File: src/rtl/mem_arbiter_pkg.sv
// Shared configuration and types for the two-master memory arbiter.
package mem_arbiter_pkg;
  localparam int RAM_SIZE_LOG       = 12;
  localparam int STARVE_MAX_DEFAULT = 8;
  localparam int PORT_CPU           = 0;
  localparam int PORT_AUX           = 1;

  typedef enum logic {UNLOCKED = 1'b0, LOCKED = 1'b1} lock_e;
endpackage

File: src/rtl/mem_arb_starve.sv
// Saturating count of consecutive cycles the aux port was requesting but denied.
module mem_arb_starve #(
  parameter int MAX = 8
) (
  input  logic clk,
  input  logic rst_n,
  input  logic req,
  input  logic gnt,
  output logic at_max
);
  localparam logic [7:0] MAX_C = 8'(MAX);

  logic [7:0] cnt;

  always_ff @(posedge clk or negedge rst_n) begin
    if (!rst_n)            cnt <= '0;
    else if (!req || gnt)  cnt <= '0;
    else if (cnt != MAX_C) cnt <= cnt + 8'd1;
  end

  assign at_max = (cnt == MAX_C);
endmodule

File: src/rtl/mem_arbiter.sv
// Fixed-priority arbiter sharing one synchronous single-port memory between
// the CPU (port 0) and an aux master (port 1) with starvation override and lock.
module mem_arbiter
  import mem_arbiter_pkg::*;
#(
  parameter int AW         = RAM_SIZE_LOG,
  parameter int DW         = 16,
  parameter int STARVE_MAX = STARVE_MAX_DEFAULT
) (
  input  logic          clk_i,
  input  logic          rst_i,
  input  logic          m0_req_i,
  input  logic          m0_we_i,
  input  logic [15:0]   m0_addr_i,
  input  logic [DW-1:0] m0_wdata_i,
  output logic          m0_gnt_o,
  output logic          m0_rvalid_o,
  output logic [DW-1:0] m0_rdata_o,
  input  logic          m1_req_i,
  input  logic          m1_we_i,
  input  logic [15:0]   m1_addr_i,
  input  logic [DW-1:0] m1_wdata_i,
  input  logic          m1_lock_i,
  output logic          m1_gnt_o,
  output logic          m1_rvalid_o,
  output logic [DW-1:0] m1_rdata_o,
  output logic [AW-1:0] mem_addr_o,
  output logic [DW-1:0] mem_data_o,
  output logic          mem_we_o,
  input  logic [DW-1:0] mem_data_i
);
  lock_e lock_q, lock_d;
  logic  at_max, gnt0, gnt1;
  logic  rd_pend_q, rd_sel_q;

  mem_arb_starve #(.MAX(STARVE_MAX)) u_starve (
    .clk    (clk_i),
    .rst_n  (rst_i),
    .req    (m1_req_i),
    .gnt    (gnt1),
    .at_max (at_max)
  );

  // Grants are forced low while reset is held, independent of requests.
  always_comb begin
    gnt0 = 1'b0;
    gnt1 = 1'b0;
    if (rst_i) begin
      if (lock_q == LOCKED)      gnt1 = m1_req_i;
      else if (at_max && m1_req_i) gnt1 = 1'b1;
      else if (m0_req_i)         gnt0 = 1'b1;
      else                       gnt1 = m1_req_i;
    end
  end

  always_comb begin
    lock_d = lock_q;
    case (lock_q)
      UNLOCKED: if (gnt1 && m1_lock_i) lock_d = LOCKED;
      LOCKED:   if (!m1_lock_i)        lock_d = UNLOCKED;
      default:                         lock_d = UNLOCKED;
    endcase
  end

  always_ff @(posedge clk_i or negedge rst_i) begin
    if (!rst_i) lock_q <= UNLOCKED;
    else        lock_q <= lock_d;
  end

  always_comb begin
    mem_addr_o = '0;
    mem_data_o = '0;
    mem_we_o   = 1'b0;
    if (gnt0) begin
      mem_addr_o = m0_addr_i[AW-1:0];
      mem_data_o = m0_wdata_i;
      mem_we_o   = m0_we_i;
    end else if (gnt1) begin
      mem_addr_o = m1_addr_i[AW-1:0];
      mem_data_o = m1_wdata_i;
      mem_we_o   = m1_we_i;
    end
  end

  // Remember who issued a read so the next-cycle data goes back to them.
  always_ff @(posedge clk_i or negedge rst_i) begin
    if (!rst_i) begin
      rd_pend_q <= 1'b0;
      rd_sel_q  <= 1'b0;
    end else begin
      rd_pend_q <= (gnt0 || gnt1) && !mem_we_o;
      rd_sel_q  <= gnt1;
    end
  end

  assign m0_gnt_o    = gnt0;
  assign m1_gnt_o    = gnt1;
  assign m0_rvalid_o = rd_pend_q && (rd_sel_q == 1'(PORT_CPU));
  assign m1_rvalid_o = rd_pend_q && (rd_sel_q == 1'(PORT_AUX));
  assign m0_rdata_o  = mem_data_i;
  assign m1_rdata_o  = mem_data_i;

  generate
    if (AW < 16) begin : g_alias
      logic unused_hi;
      assign unused_hi = ^{m0_addr_i[15:AW], m1_addr_i[15:AW]};
    end
  endgenerate
endmodule

File: config.mk
export PLATFORM = sky130hd
export DESIGN_NAME = mem_arbiter
export DESIGN_NICKNAME = d
export VERILOG_FILES = /design/src/rtl/mem_arbiter_pkg.sv /design/src/rtl/mem_arb_starve.sv /design/src/rtl/mem_arbiter.sv
export SDC_FILE = /design/constraint.sdc
export NUM_CORES = 1
export LEC_CHECK = 0
export ABC_AREA = 1
export BUFFER_PORTS_ARGS = -buffer_cell sky130_fd_sc_hd__buf_2
export CAP_MARGIN = 20
export CORE_MARGIN = 4
export CORE_UTILIZATION = 36
export CTS_CLUSTER_SIZE = 40
export DETAILED_ROUTE_END_ITERATION = 7
export PLACE_DENSITY = 0.91
export SLEW_MARGIN = 10
export SYNTH_ARGS = -nofsm -noshare
export SYNTH_HDL_FRONTEND = slang
export SYNTH_SLANG_ARGS = --single-unit
File: constraint.sdc
create_clock -name clk_i -period 3.2 [get_ports clk_i]
set_input_delay 0.32 -clock clk_i [delete_from_list [all_inputs] [get_ports clk_i]]
set_output_delay 0.32 -clock clk_i [all_outputs]
set_load 0.05 [all_outputs]
# Yosys cells after proc, flatten, opt, wreduce, memory -nomap -nowiden
# Cells that the tools add are included.
# word_totals
register_bits	11
latchBits	0
ramBits	0
romBits	0
out_inout_bits	65
elab_cells	38
memories	0
# classes
addsub	1
multipliers	0
n_div	0
order_cmp	0
n_eq_ne	2
shift	0
n_mux	19
bitwise_logic	2
n_reduce_logical	10
# ops
cell	count
16-bit two-way mux	2
12-bit two-way mux	2
8-bit two-way mux	2
1-bit two-way mux	12
8-bit by 1-bit adder with 8-bit output, second input constant	1
8-bit by 4-bit equality test with 1-bit output, second input constant	1
8-bit by 4-bit != test with 1-bit output, second input constant	1
1-bit logical AND	5
1-bit zero test	2
1-bit logical OR	2
1-bit NOT	2
1-bit one-hot mux with 2 select lines	1
2-bit nonzero test	1

# Longest topological paths before layout
# Gate-level depths: netlist of the first run.
# depth
ltp_word	9
mapped_depth	10
ltp_nobuf	9

# Hierarchy
# A second synthesis of the first run with hierarchy kept.
# hier_totals
cells_unflattened	213
area_unflattened_um2	1248.7
# by_module_without_submodules
mod	n_inst	cells_each	area_each_um2	seq_area_each_um2
mem_arbiter	1	148	792.0	75.1
mem_arb_starve	1	65	456.7	200.2

# Worst setup path before layout of the first run
# No wires, ideal clock.
# synth_path
kind	register -> output
startpoint	reg u_starve.cnt[0]
endpoint	out mem_we_o
t_arrival_ps	2039
required_time_ps	2880
slack_ps	841
stages_incl_launch_ff	7
path_buffers	0
path_cell_list	dfrtp_1 inv_1 ha_1 nand3_2 nor2_4 o21bai_1 o21ai_0
# synth_via
elab_chain_len	7
# synth_lines
element	line_no	rtl
start: declaration	mem_arb_starve.sv:13	logic [7:0] cnt;
start signal: assignment	mem_arb_starve.sv:18	else if (cnt != MAX_C) cnt <= cnt + 8'd1;
8-bit by 4-bit equality test with 1-bit output *	mem_arb_starve.sv:21	assign at_max = (cnt == MAX_C);
1-bit logical AND *	mem_arbiter.sv:50	else if (at_max && m1_req_i) gnt1 = 1'b1;
1-bit two-way mux	mem_arbiter.sv:50	
1-bit two-way mux	mem_arbiter.sv:49	if (lock_q == LOCKED) gnt1 = m1_req_i;
1-bit two-way mux	mem_arbiter.sv:48	if (rst_i) begin
1-bit two-way mux	mem_arbiter.sv:78	end else if (gnt1) begin
1-bit two-way mux *	mem_arbiter.sv:74	if (gnt0) begin
end: declaration	mem_arbiter.sv:29	output logic mem_we_o,
# Mark *: on every way between the ends. The rest lies on a longest branch, timed or not.

# Worst setup path in the final report of the first run
# layout_path
startpoint	in rst_i
endpoint	out mem_we_o
# layout_via
elab_chain_len	3
# layout_lines
element	line_no	rtl
start: declaration	mem_arbiter.sv:11	input logic rst_i,
1-bit two-way mux	mem_arbiter.sv:48	
1-bit two-way mux	mem_arbiter.sv:78	
1-bit two-way mux *	mem_arbiter.sv:74	
# Marked as above.

==> results.toml, run 1 <==
[power]
power_frac_clock = 0.195
powerDensity_nw_per_um2 = 295
peakVddDrop_uv = 150
p_leak_nw = 1.01
switching_power_w = 0.000202
intPower_w = 0.000254
pwr-share-comb = 0.481
switching_share = 0.443
power_w = 0.000456
power_frac_seq = 0.323

[die]
start_util = 0.379
die-area_um2 = 4590
coreArea_um2 = 3390
ioPinCount = 152
die_width_um = 67.8
dieHeight_um = 67.8
num_rows = 21

[global_route]
grt_pass1_vias = 1239
grt_pass1_wl_mm = 5.05
grt.overflow.total = 0
grt_max_degree = 32
antenna_found_initial = 0
grt_usage = 0.138

[sta]
fin_tns_setup_ns = 0
fin_skew_ns = 0.00631
timing.final.crit_share = 0.826
finalHoldViolations = 0
max_freq_mhz = 378
setup_viol = 0
period_minus_slack_ns = 2.64
drv_slew = 0
grt_setup_unrepaired = "false"
slew_headroom = 0.574
worstMarginPinSlew_ns = 0.638
setup_slack_ns = 0.557

[clock_tree]
htree_levels = 1
cts-buffers-inserted = 3
cts_hold_buffers = 1
cts_resized = 0
clock-sinks = 11
postCtsSetupBuffers = 0
clk_pin_slew_ns = 0.06
clk_path_buf_depth = 2
cts_tree = "yes"
cts_root_buffer = "clkbuf_4"
clk_latency_ns = 0.26

[synthesis]
synth_area_per_cell_um2 = 6.18
synth_seq_cells = 11
post-synth-top-count-cell = "nand2_1"
synth-xor-area-share = 0.0204
synth-simple-area-share = 0.406
synth_top_family_by_area = "simple AND/OR/NAND/NOR gates"
syn_area_um2 = 1290
synth.mux.area_fraction = 0
synth_edf_count = 0
synthCells = 208
netlist.area_leader.share = 0.304
synth_common_cells = "nand2_1, buf_4, inv_1, dfrtp_1, nor2_1"
synth_adder_area_share = 0.0195
ys.flop_type = "dfrtp_1"
synth_compound_area_frac = 0.0457
yosys-top-cells-area = "nand2_1, dfrtp_1, buf_4"
ys_types = 19
syn-num-nets = 297
synth_async_sr_flop_share = 1.00
yosys.area.top_type = "nand2_1"
yosysWarnings = 0
seq_area_frac_synth = 0.214

[detailed_routing]
postRouteAntennaNets = 0
vias_per_cell = 4.44
drt-initial-drc-count = 37
drt_wl_total_mm = 3.28
wl_per_cell_um = 10.4
vias = 1404
first_pass_iters = 5
drc = 0

[hold_path]
hp-class = "primary input to flip-flop"
hold_start = "m1_we_i"

[finish]
design_area_um2 = 1550
areaGrowthSynthToFinish_pct = 20.3
antennaDiodeCount = 0
final_util = 0.457
fin_nets = 360
drive_gt1_frac = 0.396

[run]
maxCapViolCount = 0

[worst_setup_path]
r2r_end = "rd_pend_q"
cp.arrival_ns = 2.32
crit_path_max_fanout = 31
startpoint_type = "primary input"
path_class = "primary input to output pin"
ff2ff_setup_slack_ns = 1.41
crit_end = "mem_we_o"
reg2regPathDepth = 8
endpoint_kind = "output pin"
crit_required_ns = 2.88
crit_start = "rst_i"
reg2reg_from = "u_starve.cnt[0]"

[placed_design]
port_buffers = 95
dp_slack_ns = 0.902
gp_congestion = 0.829
hpwl_mm = 2.76
dpl_cell_area_um2 = 1510

[outcome]
run_status = "completed"
## through the flow
stage | hold WS, ns | std cells
after global routing | 0.325 | 316
after global placement | 0.209 | 311
after CTS | 0.323 | 316
after floorplan | 0.0244 | 208
final | 0.322 | 316
after detailed placement | 0.213 | 311
## cells in the final DEF, fill, tap and decap left out, drive strengths merged
| cell | count |
|---|---|
| buf | 95 |
| a21boi | 1 |
| nor2 | 15 |
| nand4 | 2 |
| inv | 19 |
| dlygate4sd3 | 1 |
| dfrtp | 11 |
| ha | 2 |
| o21bai | 2 |
| nand2 | 106 |
| o2111ai | 3 |
| o21ai | 2 |
| clkbuf | 4 |
| xor2 | 3 |
| nand3 | 4 |
## power groups by stage
| stage | sequential (W) | combinational, W | clock [W] |
|---|---|---|---|
| after floorplan | 0.000149 | 0.000261 | 0 |
| after global placement | 0.000150 | 0.000217 | 0 |
| after CTS | 0.000147 | 0.000222 | 0.0000920 |
| after detailed placement | 0.000150 | 0.000220 | 0 |
| final | 0.000148 | 0.000220 | 0.0000889 |
| after global routing | 0.000148 | 0.000237 | 0.0000979 |
## kinds of logic (layout without fill, tap and decap cells)
group / count (synthesis) / count (layout)
buf+inv: 57 / 119
xor+xnor: 3 / 3
simple gates: 127 / 127
flops: 11 / 11
fa+ha+maj: 2 / 2
compound gates: 8 / 8
## critical path, cell delays in order
cell and delay (ns):
dlygate4sd3_1 0.53, buf_2 0.28, inv_1 0.14, nor2_1 0.15
nand2_2 0.08, inv_2 0.35, nand2_1 0.08, o21ai_0 0.09
buf_2 0.29
## state kept, by name (all words and copies together) (netlist names)
signal and flops:
u_starve.cnt 8, lock_q 1, rd_pend_q 1, rd_sel_q 1
## worst min path at each step
stage	cells past startpoint	endpoint	slack [ns]
final	4	rd_pend_q	0.32
after global routing	2	lock_q	0.32
after CTS	4	rd_pend_q	0.32
after detailed placement	1	u_starve.cnt[0]	0.21
after global placement	1	lock_q	0.21
after floorplan	0	lock_q	0.02
## layout make-up
class	instances	area, um^2
Fill cell	341	1840
Tap cell	46	57.6
Inverter	19	71.3
Clock buffer	4	26.3
Multi-Input combinational cell	140	632
Timing Repair Buffer	96	485
Sequential cell	11	275
## metal layers
layer / part of all wire / GRT usage / vias to the layer above
li1: - / - / 716
met1: 0.37 / 0.157 / 608
met2: 0.52 / 0.247 / 78
met3: 0.11 / 0.0416 / 2
met4: 0.0033 / 0.0422 / 0
met5: 0 / 0 / -
No activity file was read; power rests on OpenSTA's default activity.
==> run 2: changes to the inputs <==
CORE_UTILIZATION = 34   (was 36)
PLACE_DENSITY = 0.87   (was 0.91)
clock period = 2.7 ns   (was 3.2 ns; I/O delays follow)
==> run 2 against run 1 <==
Clock skew grew 0.0037 ns; flip-flop and latch count is the same; power grew 31%; critical path type unchanged; critical endpoint is now mem_addr_o[3]; largest cell class unchanged.
==> results.toml, run 2 (same netlist as run 1, synthesis figures left out) <==
[outcome]
run_status = "completed"

[detailed_routing]
drt_wl_total_mm = 3.19
first_pass_iters = 4
drc = 0
postRouteAntennaNets = 0
vias_per_cell = 4.26
vias = 1360
wl_per_cell_um = 10.0
drt-initial-drc-count = 32

[clock_tree]
cts-buffers-inserted = 3
clk_pin_slew_ns = 0.05
htree_levels = 1
cts_root_buffer = "clkbuf_8"
cts_tree = "yes"
clock-sinks = 11
clk_latency_ns = 0.24
clk_path_buf_depth = 2

[sta]
period_minus_slack_ns = 2.51
fin_tns_setup_ns = 0
timing.final.crit_share = 0.931
drv_slew = 0
finalHoldViolations = 0
slew_headroom = 0.728
grt_setup_unrepaired = "false"
setup_viol = 0
max_freq_mhz = 398
fin_skew_ns = 0.00996
worstMarginPinSlew_ns = 0.408

[worst_setup_path]
endpoint_kind = "output pin"
crit_required_ns = 2.43
cp_slowest_stage_delay_ns = 0.53
path_class = "primary input to output pin"
crit_slowest_cell = "dlygate4sd3_1"
crit_chain = "dlygate4sd3_1 -> buf_2 -> inv_1 -> nor2_1 -> nand2_2 -> clkinv_2 -> nand2_1 -> nand2_1 -> buf_2"
startpoint_type = "primary input"
crit_path_max_fanout = 31
cp.arrival_ns = 2.24

[power]
pwr-share-comb = 0.438
intPower_w = 0.000348
power_frac_clock = 0.269
p_leak_nw = 1.03
peakVddDrop_uv = 336
powerDensity_nw_per_um2 = 379
switching_power_w = 0.000250
switching_share = 0.418
power_frac_seq = 0.292

[global_route]
grt_max_degree = 32
grt_pass1_wl_mm = 5.31
grt_pass1_vias = 1274
antenna_found_initial = 0
grt.overflow.total = 0
grt_usage = 0.130

[hold_path]
hp-class = "primary input to flip-flop"

[die]
num_rows = 22
ioPinCount = 152
start_util = 0.351
die_width_um = 69.5
coreArea_um2 = 3660
dieHeight_um = 69.5
die-area_um2 = 4830

[finish]
areaGrowthSynthToFinish_pct = 22.7
layout_common_cells = "nand2_1, buf_2, inv_1"
final_cells = 319
drive_gt1_frac = 0.399
fill_cells = 364
antennaDiodeCount = 0
fin_nets = 361
final_common_cell = "nand2_1"
regMostFlops = "u_starve.cnt"
largest_reg_flops = 8

[placed_design]
placedCellCount = 314
hpwl_mm = 2.58
port_buffers = 95
gp_congestion = 0.761

[run]
maxCapViolCount = 0
-- run 2: layout make-up --
type                    instances  area (um^2)  share of cell area
well taps                      48         60.1              0.0381
repair buffers                 97          493               0.312
multi-input cells             140          632               0.400
inverters                      19         72.6              0.0460
flip-flops and latches         11          275               0.174
clock buffers                   4         45.0              0.0285
-- run 2: final timing paths --
check / start / endpoint / slack [ns] / cells after the start
max in group asynchronous: rst_i / u_starve.cnt[5] / 2.00 / 2
hold reg to reg: lock_q / lock_q / 0.54 / 2
min in group asynchronous: rst_i / u_starve.cnt[2] / 0.47 / 2
setup / recovery: rst_i / mem_addr_o[3] / 0.19 / 9
hold / removal: m1_lock_i / lock_q / 0.29 / 2
setup reg to reg: u_starve.cnt[0] / rd_pend_q / 0.91 / 9
-- run 2: power groups by stage --
stage / logic, W / registers (W) / clock network, W
finish: 0.000262 / 0.000175 / 0.000161
global route: 0.000284 / 0.000176 / 0.000174
CTS: 0.000264 / 0.000175 / 0.000164
detailed placement: 0.000262 / 0.000177 / 0
global placement: 0.000258 / 0.000177 / 0
floorplan: 0.000310 / 0.000176 / 0
-- run 2: metrics by stage --
step | hold slack [ns] | setup slack (ns) | area [um^2] | utilization | total power (W)
after global routing | 0.302 | 0.00341 | 1580 | 0.431 | 0.000634
final | 0.286 | 0.187 | 1580 | 0.431 | 0.000598
after floorplan | -0.0256 | 0.391 | 1290 | - | 0.000486
after detailed placement | 0.170 | 0.624 | 1520 | 0.416 | 0.000439
after global placement | 0.166 | 0.665 | 1520 | 0.416 | 0.000436
after CTS | 0.285 | 0.0930 | 1580 | 0.431 | 0.000604
-- run 2: what timing repair did --
action	in CTS	in global routing
hold endpoints to repair	11	0
hold buffers	1	0
setup endpoints to repair	0	27
setup buffers	0	0
resized for setup	0	1
-- run 2: worst max-delay path, delay by kind of cell --
| kind | cells | cell delay (ns) |
|---|---|---|
| buffers and inverters | 5 | 1.51 |
| and+or+nand+nor | 4 | 0.45 |
-- run 2: metal layers --
metal	routed length, um	global-route usage	vias to the layer above
li1	-	-	719
met1	1310	0.154	560
met2	1460	0.221	67
met3	346	0.0333	14
met4	72	0.0521	0
met5	0	0	-
